`config.mk`:
```
export PLATFORM = sky130hd
export DESIGN_NAME = mem_port_arbiter
export DESIGN_NICKNAME = d
export VERILOG_FILES = /design/src/rtl/mem_port_arbiter_pkg.sv /design/src/rtl/mem_port_arbiter_watchdog.sv /design/src/rtl/mem_port_arbiter.sv
export SDC_FILE = /design/constraint.sdc
export NUM_CORES = 1
export LEC_CHECK = 0
export CORE_UTILIZATION = 30
export DETAILED_ROUTE_END_ITERATION = 10
export PLACE_DENSITY = 0.68
export SYNTH_ARGS = -nofsm -noshare
export SYNTH_HDL_FRONTEND = slang
export SYNTH_SLANG_ARGS = --single-unit
```
`constraint.sdc`:
```
create_clock -name clk -period 5.26 [get_ports clk]
set_input_delay 0.789 -clock clk [delete_from_list [all_inputs] [get_ports clk]]
set_output_delay 0.789 -clock clk [all_outputs]
set_load 0.01 [all_outputs]
```
`src/rtl/mem_port_arbiter_pkg.sv`:
```
// Shared definitions for the unified-memory port arbiter: FSM encoding,
// default widths and memory access-size encodings.
package mem_port_arbiter_pkg;

  localparam int DEFAULT_WORD_W = 32;
  localparam int DEFAULT_MODE_W = 2;

  typedef enum logic [1:0] {
    IDLE  = 2'd0,
    GNT_I = 2'd1,
    GNT_D = 2'd2,
    DONE  = 2'd3
  } arbState_t;

  localparam logic [1:0] MODE_BYTE = 2'd0;
  localparam logic [1:0] MODE_HALF = 2'd1;
  localparam logic [1:0] MODE_WORD = 2'd2;

  function automatic logic isGrant(input arbState_t s);
    return (s == GNT_I) || (s == GNT_D);
  endfunction

endpackage

```
`src/rtl/mem_port_arbiter_watchdog.sv`:
```
// Loadable down-counter with enable and clear; expired is high while enabled
// and the count has run out.
module arb_watchdog #(
  parameter int CNT_W = 6
) (
  input  logic             clk,
  input  logic             reset,
  input  logic             load,
  input  logic [CNT_W-1:0] loadValue,
  input  logic             enable,
  input  logic             clear,
  output logic             expired
);

  logic [CNT_W-1:0] count;

  always_ff @(posedge clk) begin
    if (reset || clear) begin
      count <= '0;
    end else if (load) begin
      count <= loadValue;
    end else if (enable && (count != '0)) begin
      count <= count - CNT_W'(1);
    end
  end

  assign expired = enable && (count == '0);

endmodule

```
`src/rtl/mem_port_arbiter.sv`:
```
// Arbitrates a single-ported unified memory between instruction fetch and
// data access; data wins by default, with a starvation guard and ack watchdog.
module mem_port_arbiter
  import mem_port_arbiter_pkg::*;
#(
  parameter int WORD_W       = DEFAULT_WORD_W,
  parameter int MODE_W       = DEFAULT_MODE_W,
  parameter int STARVE_LIMIT = 4,
  parameter int TIMEOUT      = 64
) (
  input  logic              clk,
  input  logic              reset,
  input  logic              if_req,
  input  logic [WORD_W-1:0] if_addr,
  output logic              if_ready,
  output logic [WORD_W-1:0] if_rdata,
  input  logic              d_req,
  input  logic              d_we,
  input  logic [WORD_W-1:0] d_addr,
  input  logic [WORD_W-1:0] d_wdata,
  input  logic [MODE_W-1:0] d_mode,
  output logic              d_ready,
  output logic [WORD_W-1:0] d_rdata,
  output logic              mem_req,
  output logic              mem_we,
  output logic [WORD_W-1:0] mem_addr,
  output logic [WORD_W-1:0] mem_wdata,
  output logic [MODE_W-1:0] mem_mode,
  input  logic [WORD_W-1:0] mem_rdata,
  input  logic              mem_ack,
  output logic              timeout_err
);

  localparam int STREAK_W = 4;
  localparam int CNT_W    = (TIMEOUT > 1) ? $clog2(TIMEOUT) : 1;
  localparam logic [CNT_W-1:0] WD_LOAD = (TIMEOUT > 0) ? CNT_W'(TIMEOUT - 1) : '0;
  localparam logic [STREAK_W-1:0] STREAK_MAX = STREAK_W'(STARVE_LIMIT);

  arbState_t           state, nextState;
  logic [STREAK_W-1:0] streak, streakNext;
  logic                grantD, grantI, inGrant, complete, wdExpired;
  logic                memReqNext, memWeNext, ifReadyNext, dReadyNext, timeoutNext;
  logic [WORD_W-1:0]   memAddrNext, memWdataNext, ifRdataNext, dRdataNext, compData;
  logic [MODE_W-1:0]   memModeNext;

  // IF is forced through once it has watched STARVE_LIMIT data grants in a row
  assign grantD   = d_req && !(if_req && (streak == STREAK_MAX));
  assign grantI   = if_req && !grantD;
  assign inGrant  = isGrant(state);
  assign complete = inGrant && (mem_ack || wdExpired);

  arb_watchdog #(
    .CNT_W(CNT_W)
  ) u_watchdog (
    .clk      (clk),
    .reset    (reset),
    .load     ((state == IDLE) && (grantD || grantI)),
    .loadValue(WD_LOAD),
    .enable   ((TIMEOUT != 0) && inGrant),
    .clear    (state == DONE),
    .expired  (wdExpired)
  );

  always_ff @(posedge clk) begin
    if (reset) begin
      state <= IDLE;
    end else begin
      state <= nextState;
    end
  end

  always_comb begin
    nextState = state;
    unique case (state)
      IDLE: begin
        if (grantD)      nextState = GNT_D;
        else if (grantI) nextState = GNT_I;
      end
      GNT_I, GNT_D: if (complete) nextState = DONE;
      DONE:         nextState = IDLE;
      default:      nextState = IDLE;
    endcase
  end

  always_comb begin
    memReqNext   = mem_req;
    memWeNext    = mem_we;
    memAddrNext  = mem_addr;
    memWdataNext = mem_wdata;
    memModeNext  = mem_mode;
    streakNext   = streak;
    ifReadyNext  = 1'b0;
    dReadyNext   = 1'b0;
    timeoutNext  = 1'b0;
    ifRdataNext  = if_rdata;
    dRdataNext   = d_rdata;
    compData     = (mem_ack && !mem_we) ? mem_rdata : '0;
    unique case (state)
      IDLE: begin
        if (grantD) begin
          memReqNext   = 1'b1;
          memWeNext    = d_we;
          memAddrNext  = d_addr;
          memWdataNext = d_wdata;
          memModeNext  = d_mode;
          if (!if_req)                 streakNext = '0;
          else if (streak != STREAK_MAX) streakNext = streak + STREAK_W'(1);
        end else if (grantI) begin
          memReqNext   = 1'b1;
          memWeNext    = 1'b0;
          memAddrNext  = if_addr;
          memWdataNext = '0;
          memModeNext  = MODE_W'(MODE_WORD);
          streakNext   = '0;
        end
      end
      GNT_I: begin
        if (complete) begin
          memReqNext  = 1'b0;
          ifReadyNext = 1'b1;
          ifRdataNext = compData;
          timeoutNext = !mem_ack;
        end
      end
      GNT_D: begin
        if (complete) begin
          memReqNext  = 1'b0;
          dReadyNext  = 1'b1;
          dRdataNext  = compData;
          timeoutNext = !mem_ack;
        end
      end
      default: ;
    endcase
  end

  // All outputs are registered; ready/timeout pulses land in the DONE cycle
  always_ff @(posedge clk) begin
    if (reset) begin
      mem_req     <= 1'b0;
      mem_we      <= 1'b0;
      mem_addr    <= '0;
      mem_wdata   <= '0;
      mem_mode    <= '0;
      streak      <= '0;
      if_ready    <= 1'b0;
      d_ready     <= 1'b0;
      timeout_err <= 1'b0;
      if_rdata    <= '0;
      d_rdata     <= '0;
    end else begin
      mem_req     <= memReqNext;
      mem_we      <= memWeNext;
      mem_addr    <= memAddrNext;
      mem_wdata   <= memWdataNext;
      mem_mode    <= memModeNext;
      streak      <= streakNext;
      if_ready    <= ifReadyNext;
      d_ready     <= dReadyNext;
      timeout_err <= timeoutNext;
      if_rdata    <= ifRdataNext;
      d_rdata     <= dRdataNext;
    end
  end

endmodule

```
==> results.md <==
- CP Max Fanout: 47
- Filler cells: 1859
- RSZ-0062 raised after global routing: false
- # nets final: 1069
- Multi-input combinational cell area: approximately 0.0028 mm2
- CTS tree: built
- Setup WS post-layout: between 2 and 2.5 ns
- DRT Pass-1 Iters: 4
- DP HPWL: 12000 um
- CORE AREA: 0.0195 mm2
- Die W: between 100 and 150 um
- Max Cap Viol: 0
- Mux share of post-synthesis cell area: 0.109
- Cell area after layout: about 0.0095 mm2
- Status: completed
- CP Data Required Time: 5.59 ns
- Synth Area in Compound Gates: 0.106
- Routability Congestion: roughly 0.73
- Highest cell delay on the worst timing path: 0.78 ns
- Distinct cells, synth: 38
- Syn Area/Cell: 8.77 um2
- Clk buf depth: 2
- Max VDD drop: 0.219 mV
- Pre-CTS setup slack: a little over 2 ns
- Hold WS: 0.450 ns
- Flops & latches, synth: 147
- Vias per cell: 4.65
- Clock Skew: ~0.021 ns
- I/O pin total: 271
- TNS Setup: 0 ns
- Area grow syn2layout: 58.5%
- CP arrival: 3.11 ns
- CP Capture Type: register
- ANT nets after route: 0
- First-pass GRT wire length: 28100 um
- WL final: between 15000 and 20000 um
- Drt wl/cell: 15.1 um
- Synthesized instance count: 681
- Post-route clock period utilization: 0.528
- CP max stage cell: and2_2
- Post-synthesis adder-cell area fraction: 0.0168
- Postcts setup bufs: 0
- CTS Buf Count: 17
- Max H-tree Level: 4
- Commonest non-fill, non-tap cells in the layout: clkdlybuf4s50_1, dfxtp_1, nand2_1, nor2_1, mux2i_1
- Initial antenna violation count: 1
- Worst hold path class: reg2reg
- Initial Util: 0.307
- CP Cell Sequence: clkdlybuf4s50_1 > nand4b_1 > and2_2 > buf_4 > nand3_1 > a21oi_1
- Row cnt: 51
- Buffers on Ports: 270
- Most common cell after layout, fill and taps aside: clkdlybuf4s50_1
- Slew @ Worst Pin: approximately 1.0 ns
- Slew Limit Fails: 0
- # resized after CTS: 0
- Die area: 0.0205 mm2
- Total gr overflow: 0
- Hold buffer count at CTS: 0
- Largest net degree at the start of global routing: 95
- Largest family of logic cells by synthesized area: simple AND/OR/NAND/NOR gates
- Leakage: a little under 4 nW
- Most used DFF post-synth: dfxtp_1
- Worst-Skew Late Latency: ~0.43 ns
- Storage element area: 0.00294 mm2
- Vias: 5596
- Hold Vio Cnt, Final: 0
- Synth async-reset ratio: 0
- Share of layout cells above drive strength 1: 0.0586
- Synth warnings: 0
- Synthesized Nets: 825
- Synth Area in XOR/XNOR: 0.00293
- GRT Util Overall: 0.175
- Clock Tree Root: clkbuf_16
- Post-Syn Area: 0.00597 mm2
- Startpoint Class: input port
- F_max: 360 MHz
- Area after DPL: 0.00888 mm2
- WS Path Type: in2reg
- Register area share after synthesis: 0.493
- Vias in the first global route: 5335
- Final setup vio count: 0
- P per Cell Area: 432 mW/mm2
- Slew HR: 0.301
- Simple-gate share of the synthesized area: 0.229
- Drt drc: 0
- Clk pin slew, worst setup/hold paths: about 0.07 ns
- EDFF count, synth: 0
- Die Y: 143 um
- Clock Sinks: 147
- Tmin final: between 2 and 3 ns
- DR iter-0 viols: around 200
-- metal layers --
layer  vias up  GRT usage  routed length [um]
met1      2548      0.205                7710
met4         0     0.0555                 184
met2       216      0.282                8000
met3        10     0.0828                2250
met5         -          0                   0
li1       2822          -                   -
-- power by group --
group          leakage, nW  switching, mW  internal (mW)  total [mW]
Combinational         2.45          0.770          0.684        1.45
Sequential            1.20          0.108           1.30        1.41
Clock                0.275          0.515          0.707        1.22
-- kinds of logic after synthesis --
logic type,Yosys count
adders and majority gates,8
xor gates and xnor gates,2
buffers and inverters,61
DFF,147
muxes,65
AOI/OAI and AO/OA,92
and+or+nand+nor,306
-- worst max-delay path: cells and delay by family --
family / cells / cell delay [ns]
buffers and inverters: 2 / 0.97
AND/OR/NAND/NOR: 3 / 1.14
AO/OA/AOI/OAI: 1 / 0.16
-- registers in the layout, indices dropped and copies added (netlist names), 2 cells and up --
register	flops
d_rdata	32
if_rdata	32
mem_addr	32
mem_mode	2
mem_wdata	32
state	2
streak	4
u_watchdog.count	6
-- worst paths after layout --
check             slack (ns)         start  depth (start not counted)            end
setup / recovery        2.48        if_req                          6  mem_wdata[11]
hold / removal          0.45  mem_wdata[0]                          2   mem_wdata[0]
setup reg to reg        2.82      state[0]                          7   mem_addr[11]
hold reg to reg         0.45  mem_wdata[0]                          2   mem_wdata[0]
-- synthesized netlist by cell type, types with 3 or more instances --
library cell | instances | area (um2)
a21oi_1 | 46 | 230
a311oi_1 | 32 | 280
and3_1 | 4 | 25.0
dfxtp_1 | 147 | 2940
nand4b_1 | 4 | 35.0
buf_1 | 4 | 15.0
buf_4 | 6 | 45.0
buf_2 | 9 | 45.0
ha_1 | 8 | 100
and2_1 | 33 | 206
nor2_1 | 105 | 394
o21ai_0 | 3 | 15.0
nor3_1 | 5 | 25.0
mux2i_1 | 64 | 641
a31oi_1 | 3 | 18.8
inv_1 | 7 | 26.3
or2_2 | 3 | 18.8
nand3_1 | 37 | 185
nand2_1 | 105 | 394
clkbuf_1 | 35 | 131
-- per-stage QoR --
stage,power (mW),util,instances
2_1_floorplan,2.28,-,681
4_1_cts,4.15,0.486,1203
3_5_place_dp,2.90,0.456,1171
3_3_place_gp,2.88,0.456,1171
5_1_grt,4.35,0.486,1203
6_report,4.09,0.486,1204
-- final cells by class --
class,count,area share
diodes,1,0.000264
clock buffers,19,0.0457
clock inverters,13,0.0157
inverters,7,0.00278
multi-input cells,473,0.297
flip-flops and latches,147,0.311
well taps,265,0.0350
repair buffers,279,0.292
(Power assumes the default switching activity.)
==> variant 1 (same settings) <==
Add an input register stage for `d_mode`; this delays it by one clock. The other inputs are not delayed to match.
--- a/src/rtl/mem_port_arbiter.sv
+++ b/src/rtl/mem_port_arbiter.sv
@@ -35,6 +35,12 @@
   localparam int CNT_W    = (TIMEOUT > 1) ? $clog2(TIMEOUT) : 1;
   localparam logic [CNT_W-1:0] WD_LOAD = (TIMEOUT > 0) ? CNT_W'(TIMEOUT - 1) : '0;
   localparam logic [STREAK_W-1:0] STREAK_MAX = STREAK_W'(STARVE_LIMIT);
+
+  logic [MODE_W-1:0] d_mode_q;
+
+  always_ff @(posedge clk) begin
+    d_mode_q <= d_mode;
+  end
 
   arbState_t           state, nextState;
   logic [STREAK_W-1:0] streak, streakNext;
@@ -102,7 +108,7 @@
           memWeNext    = d_we;
           memAddrNext  = d_addr;
           memWdataNext = d_wdata;
-          memModeNext  = d_mode;
+          memModeNext  = d_mode_q;
           if (!if_req)                 streakNext = '0;
           else if (streak != STREAK_MAX) streakNext = streak + STREAK_W'(1);
         end else if (grantI) begin
Function: changed (a bounded check fails within 4 cycles, from zero or initial values and one cycle with reset high).
==> variant 1 against the unedited design <==
  * Final area grew 0.99%
  * Critical path type unchanged
  * Sequential cell count grew 2
  * Clock skew shrank 11 ps
  * Routed wire length shrank 1.0%
  * Global-route usage shrank 0.59 points
  * Worst setup slack gained 87 ps
  * Cell count is essentially flat
  * Power grew 2.3%
  * Sequential share of layout area grew 0.11 points
  * Area after synthesis grew 2.2%
==> variant 1: results (changes against the unedited design) <==
run_status:
  status: "completed"
route:
  first_pass_iters: 4  # unchanged
  via_per_inst: 4.62  # -0.60%
  drt-initial-drc-count: 161  # -21%
  postRouteWirelength_um: 18000  # -1.0%
worst_setup_path:
  arrival_ps: 3010  # -100 ps
  crit_slowest_cell: "nand2_1"
  slowest_delay_ps: 870  # +90 ps
  worstPathMaxFanout: 33  # -30%
clocking:
  cts_made_buffers: 17  # unchanged
  ctsResizeCount: 0  # unchanged
  cts_setup_buffers: 0  # unchanged
  cts-root-buf: "clkbuf_16"
  clockBufferDepth: 2  # unchanged
  clk_latency_ps: 420
  clk_pin_slew_ps: 60
  htree_levels: 4  # unchanged
grt:
  grt_pass1_vias: 5456  # +2.3%
  antenna_found_initial: 0  # -1
  grt_max_degree: 100  # +5.3%
  grt_use_total_pct: 17.0  # -0.59 points
  grt_pass1_wl_um: 27600  # -1.8%
placement:
  place_congestion: 0.719  # -1.2%
  portBuffers: 270  # unchanged
  hpwl_um: 12000  # -0.26%
hold_path:
  hold_class: "reg2reg"
sta:
  fin_skew_ps: 9.57  # -11.2 ps
  tightest_slew_ps: 1150  # +102 ps
logic_synthesis:
  synth_fp_nets: 828  # +0.36%
  synth_xor_area_share_pct: 0.143  # -0.15 points
  yosys-top-cells-count: "dfxtp_1, nand2_1, nor2_1, mux2i_1, a21oi_1"
  synth_compound_area_share_pct: 10.9  # +0.30 points
  ys_seq_area_share_pct: 48.8  # -0.41 points
  synthArstFlopShare_pct: 0  # unchanged
  yosys_warnings: 0  # unchanged
  synth_area_leaders: "dfxtp_1, mux2i_1, nand2_1, nor2_1, a311oi_1"
  synth.area.mux_share_pct: 11.0  # +0.091 points
  yosysUniqueCellTypes: 41  # +7.9%
  synthAdderAreaFrac_pct: 1.64  # -0.036 points
  yosys_most_used_dff: "dfxtp_1"
power_and_ir_drop:
  p_leak_uw: 0.00396  # +1.1%
  vdd_drop_max_uv: 270  # +23%
final_layout:
  fillCellCount: 1857  # -0.11%
  antenna_cells: 0  # -1
  nets: 1071  # +0.19%
  drive_above_1_share_pct: 5.76  # -0.11 points
## variant 1: final timing paths
check	start	endpoint	slack (ps)	cells after the start
worst min-delay path	mem_wdata[18]$_SDFFE_PP0P_	mem_wdata[18]$_SDFFE_PP0P_	450	2
worst max register to register	state[0]$_SDFFE_PP0P_	d_rdata[19]$_SDFFE_PP0P_	2830	7
worst max-delay path	if_req	mem_addr[5]$_SDFFE_PP0P_	2570	5
worst min register to register	mem_wdata[18]$_SDFFE_PP0P_	mem_wdata[18]$_SDFFE_PP0P_	450	2
## variant 1: worst max-delay path: cells and delay by family
family                 cells  cell delay [ps]
AO/OA/AOI/OAI              1              300
buffers and inverters      1              680
AND/OR/NAND/NOR            3             1220
## variant 1: cell type report
type | instances | area, um2 | area share, %
clock inverters | 12 | 181 | 1.90
well taps | 265 | 332 | 3.47
clock buffers | 18 | 429 | 4.49
inverters | 8 | 30.0 | 0.314
multi-input cells | 473 | 2850 | 29.8
repair buffers | 278 | 2760 | 28.9
flip-flops and latches | 149 | 2980 | 31.2
## variant 1: through the flow
stage / area, um2 / cells / power, uW / setup WS [ps]
after floorplan: 6110 / 684 / 2360 / 3290
after CTS: 9560 / 1203 / 4250 / 2570
final: 9560 / 1203 / 4180 / 2570
after global placement: 8950 / 1173 / 2920 / 2190
after global routing: 9560 / 1203 / 4450 / 2370
after detailed placement: 8950 / 1173 / 2940 / 2140
## variant 1: kinds of logic after synthesis
kind of cell | Yosys count
and+or+nand+nor | 305
adders and majority gates | 8
DFF | 149
muxes | 67
AOI/OAI and AO/OA | 92
xor gates and xnor gates | 1
buffers and inverters | 62
## variant 1: metal layers
layer / global-route usage (%) / wire [um]
met4: 5.04 / 174
met3: 8.98 / 2310
met1: 19.4 / 7550
met5: 0 / 0
met2: 27.2 / 7930
## variant 1: where the power goes
group | switching (uW) | internal (uW)
clock | 486 | 792
sequential | 123 | 1320
combinational | 764 | 698
==> variant 2 (config.mk and constraints unchanged) <==
Without the edit above. The parameter `TIMEOUT` goes from 64 to 128.
--- a/src/rtl/mem_port_arbiter.sv
+++ b/src/rtl/mem_port_arbiter.sv
@@ -6,7 +6,7 @@
   parameter int WORD_W       = DEFAULT_WORD_W,
   parameter int MODE_W       = DEFAULT_MODE_W,
   parameter int STARVE_LIMIT = 4,
-  parameter int TIMEOUT      = 64
+  parameter int TIMEOUT      = 128
 ) (
   input  logic              clk,
   input  logic              reset,
Check against the original RTL: same outputs for any inputs over 4 cycles, from zero or initial values and one cycle with reset high; that may be too few to reach the edited logic, so the function may still have changed.
==> variant 2 against the unedited design <==
  * Synthesized cell count up 7.6%
  * First-iteration DRC count is 32% higher
  * Final area up 0.48%
  * Sequential cell count is 1 higher
  * Clock power decreased by 3%
  * Power is 1.2% higher
  * Routed wire length rose by 2.9%
  * Sequential share of layout area up 0.063 points
  * Via count up 10%
  * Non-clock buffer count did not move
  * Area after synthesis grew 2.9%
  * Worst setup slack worse by 43 ps
  * Largest power group unchanged
  * Highest routed layer unchanged
==> variant 2: results (changes against the unedited design) <==
run_status:
  status: "completed"
worst_setup_path:
  arrival_ps: 3150  # +40 ps
  reg2reg_to: "if_rdata[10]$_SDFFE_PP0P_"
  worstPathMaxFanout: 50  # +6.4%
  timing.rr.start: "state[1]$_SDFFE_PP0P_"
  rrSetupSlack_ps: 2530  # -290 ps
final_layout:
  multi_input_area_mm2: 0.00284  # +0.76%
  fin_area_mm2: 0.00951  # +0.48%
  fillCellCount: 1969  # +5.9%
  register_area_mm2: 0.00296  # +0.68%
  clk_share_pct: 5.99  # -0.16 points
  buffer_area_share_pct: 29.2  # about the same
  nets: 1101  # +3.0%
  antenna_cells: 0  # -1
  num-clock-buffers: 18  # -1
  inverters_excl_clock: 7  # unchanged
  seq_cell_count: 148  # +0.68%
  num-multi-input-gates: 504  # +6.6%
  drive_above_1_share_pct: 5.46  # -0.40 points
route:
  postRouteWirelength_um: 18700  # +2.9%
  first_pass_iters: 5  # +1
  drt-initial-drc-count: 269  # +32%
  via_per_inst: 4.98  # +7.2%
  num_vias: 6179  # +10%
grt:
  antenna_found_initial: 0  # -1
  grt_use_total_pct: 17.9  # +0.34 points
  grt_max_degree: 100  # +5.3%
  grt_pass1_wl_um: 30600  # +9.0%
  grt_pass1_vias: 5870  # +10%
logic_synthesis:
  yosys_warnings: 0  # unchanged
  yosysMostFrequentCell: "nand2_1"
  yosysUniqueCellTypes: 44  # +16%
  yosys-top-cells-count: "nand2_1, dfxtp_1, a21oi_1, a311oi_1"
  synth_fp_nets: 877  # +6.3%
  synth_area_leaders: "dfxtp_1, a311oi_1, nand2_1, a21oi_1, nand3_1"
  avgSynthCellArea_um2: 8.39  # -4.4%
  ys_seq_area_share_pct: 48.2  # -1.1 points
hold_path:
  worstHoldEndpoint: "mem_wdata[26]$_SDFFE_PP0P_"
  hp-start: "mem_wdata[26]$_SDFFE_PP0P_"
sta:
  fin_skew_ps: 14.8  # -5.98 ps
  tightest_slew_ps: 1180  # +132 ps
  holdWs_ps: 447  # -2.31 ps
power_and_ir_drop:
  vdd_drop_max_uv: 230  # +4.8%
  p_leak_uw: 0.00318  # -19%
floorplanning:
  die_w_um: 145  # +1.4%
clocking:
  ctsResizeCount: 0  # unchanged
placement:
  placed_area_mm2: 0.00894  # +0.68%
  hpwl_um: 11900  # -1.0%
  place_congestion: 0.739  # +1.5%
  pre_cts_ws_ps: 1980  # -52.9 ps
[variant 2: cell types whose count changed in the layout (fill, tap and decap cells not counted), moves of 32 or more]
cell,before,now
nand2_1,105,169
mux2i_1,64,1
a21oi_1,46,109
and2_1,32,0
nor2_1,104,41
a311oi_1,32,97
[variant 2: how the worst max path moves through the flow]
| stage | from | end | slack, ps | cells past startpoint |
|---|---|---|---|---|
| after floorplan | if_req | mem_addr[10]$_SDFFE_PP0P_ | 3350 | 6 |
| after global placement | if_req | mem_addr[29]$_SDFFE_PP0P_ | 2050 | 6 |
| after detailed placement | if_req | mem_addr[12]$_SDFFE_PP0P_ | 1980 | 6 |
| after CTS | if_req | mem_addr[0]$_SDFFE_PP0P_ | 2430 | 6 |
| after global routing | if_req | mem_addr[17]$_SDFFE_PP0P_ | 2210 | 6 |
| final | if_req | mem_addr[0]$_SDFFE_PP0P_ | 2440 | 6 |
[variant 2: kinds of logic after synthesis]
kind of cell    count (synthesis)  synth area share, %
buf+inv                        81                 5.98
fa+ha+maj                       8                 1.63
compound gates                219                 24.4
flops                         148                 48.2
simple gates                  272                 19.0
mux                             3                0.529
xor+xnor                        2                0.285
[variant 2: critical path: stages]
cell and delay (ps):
clkdlybuf4s50_1 570, nand4b_1 230, and2_2 800, buf_4 370
nand2_1 80, a311oi_1 250
[variant 2: report_power, final]
| part | total [uW] | switching, uW | internal, uW |
|---|---|---|---|
| combinational | 1510 | 853 | 659 |
| clock | 1180 | 516 | 665 |
| sequential | 1440 | 118 | 1330 |
| total | 4140 | 1490 | 2650 |
[variant 2: metal layers]
layer	vias up	track usage (%)	part of all wire, %
met2	242	28.0	45
met3	9	7.04	8.9
li1	3101	-	-
met5	-	0	0
met1	2827	23.2	45
met4	0	3.63	0.61
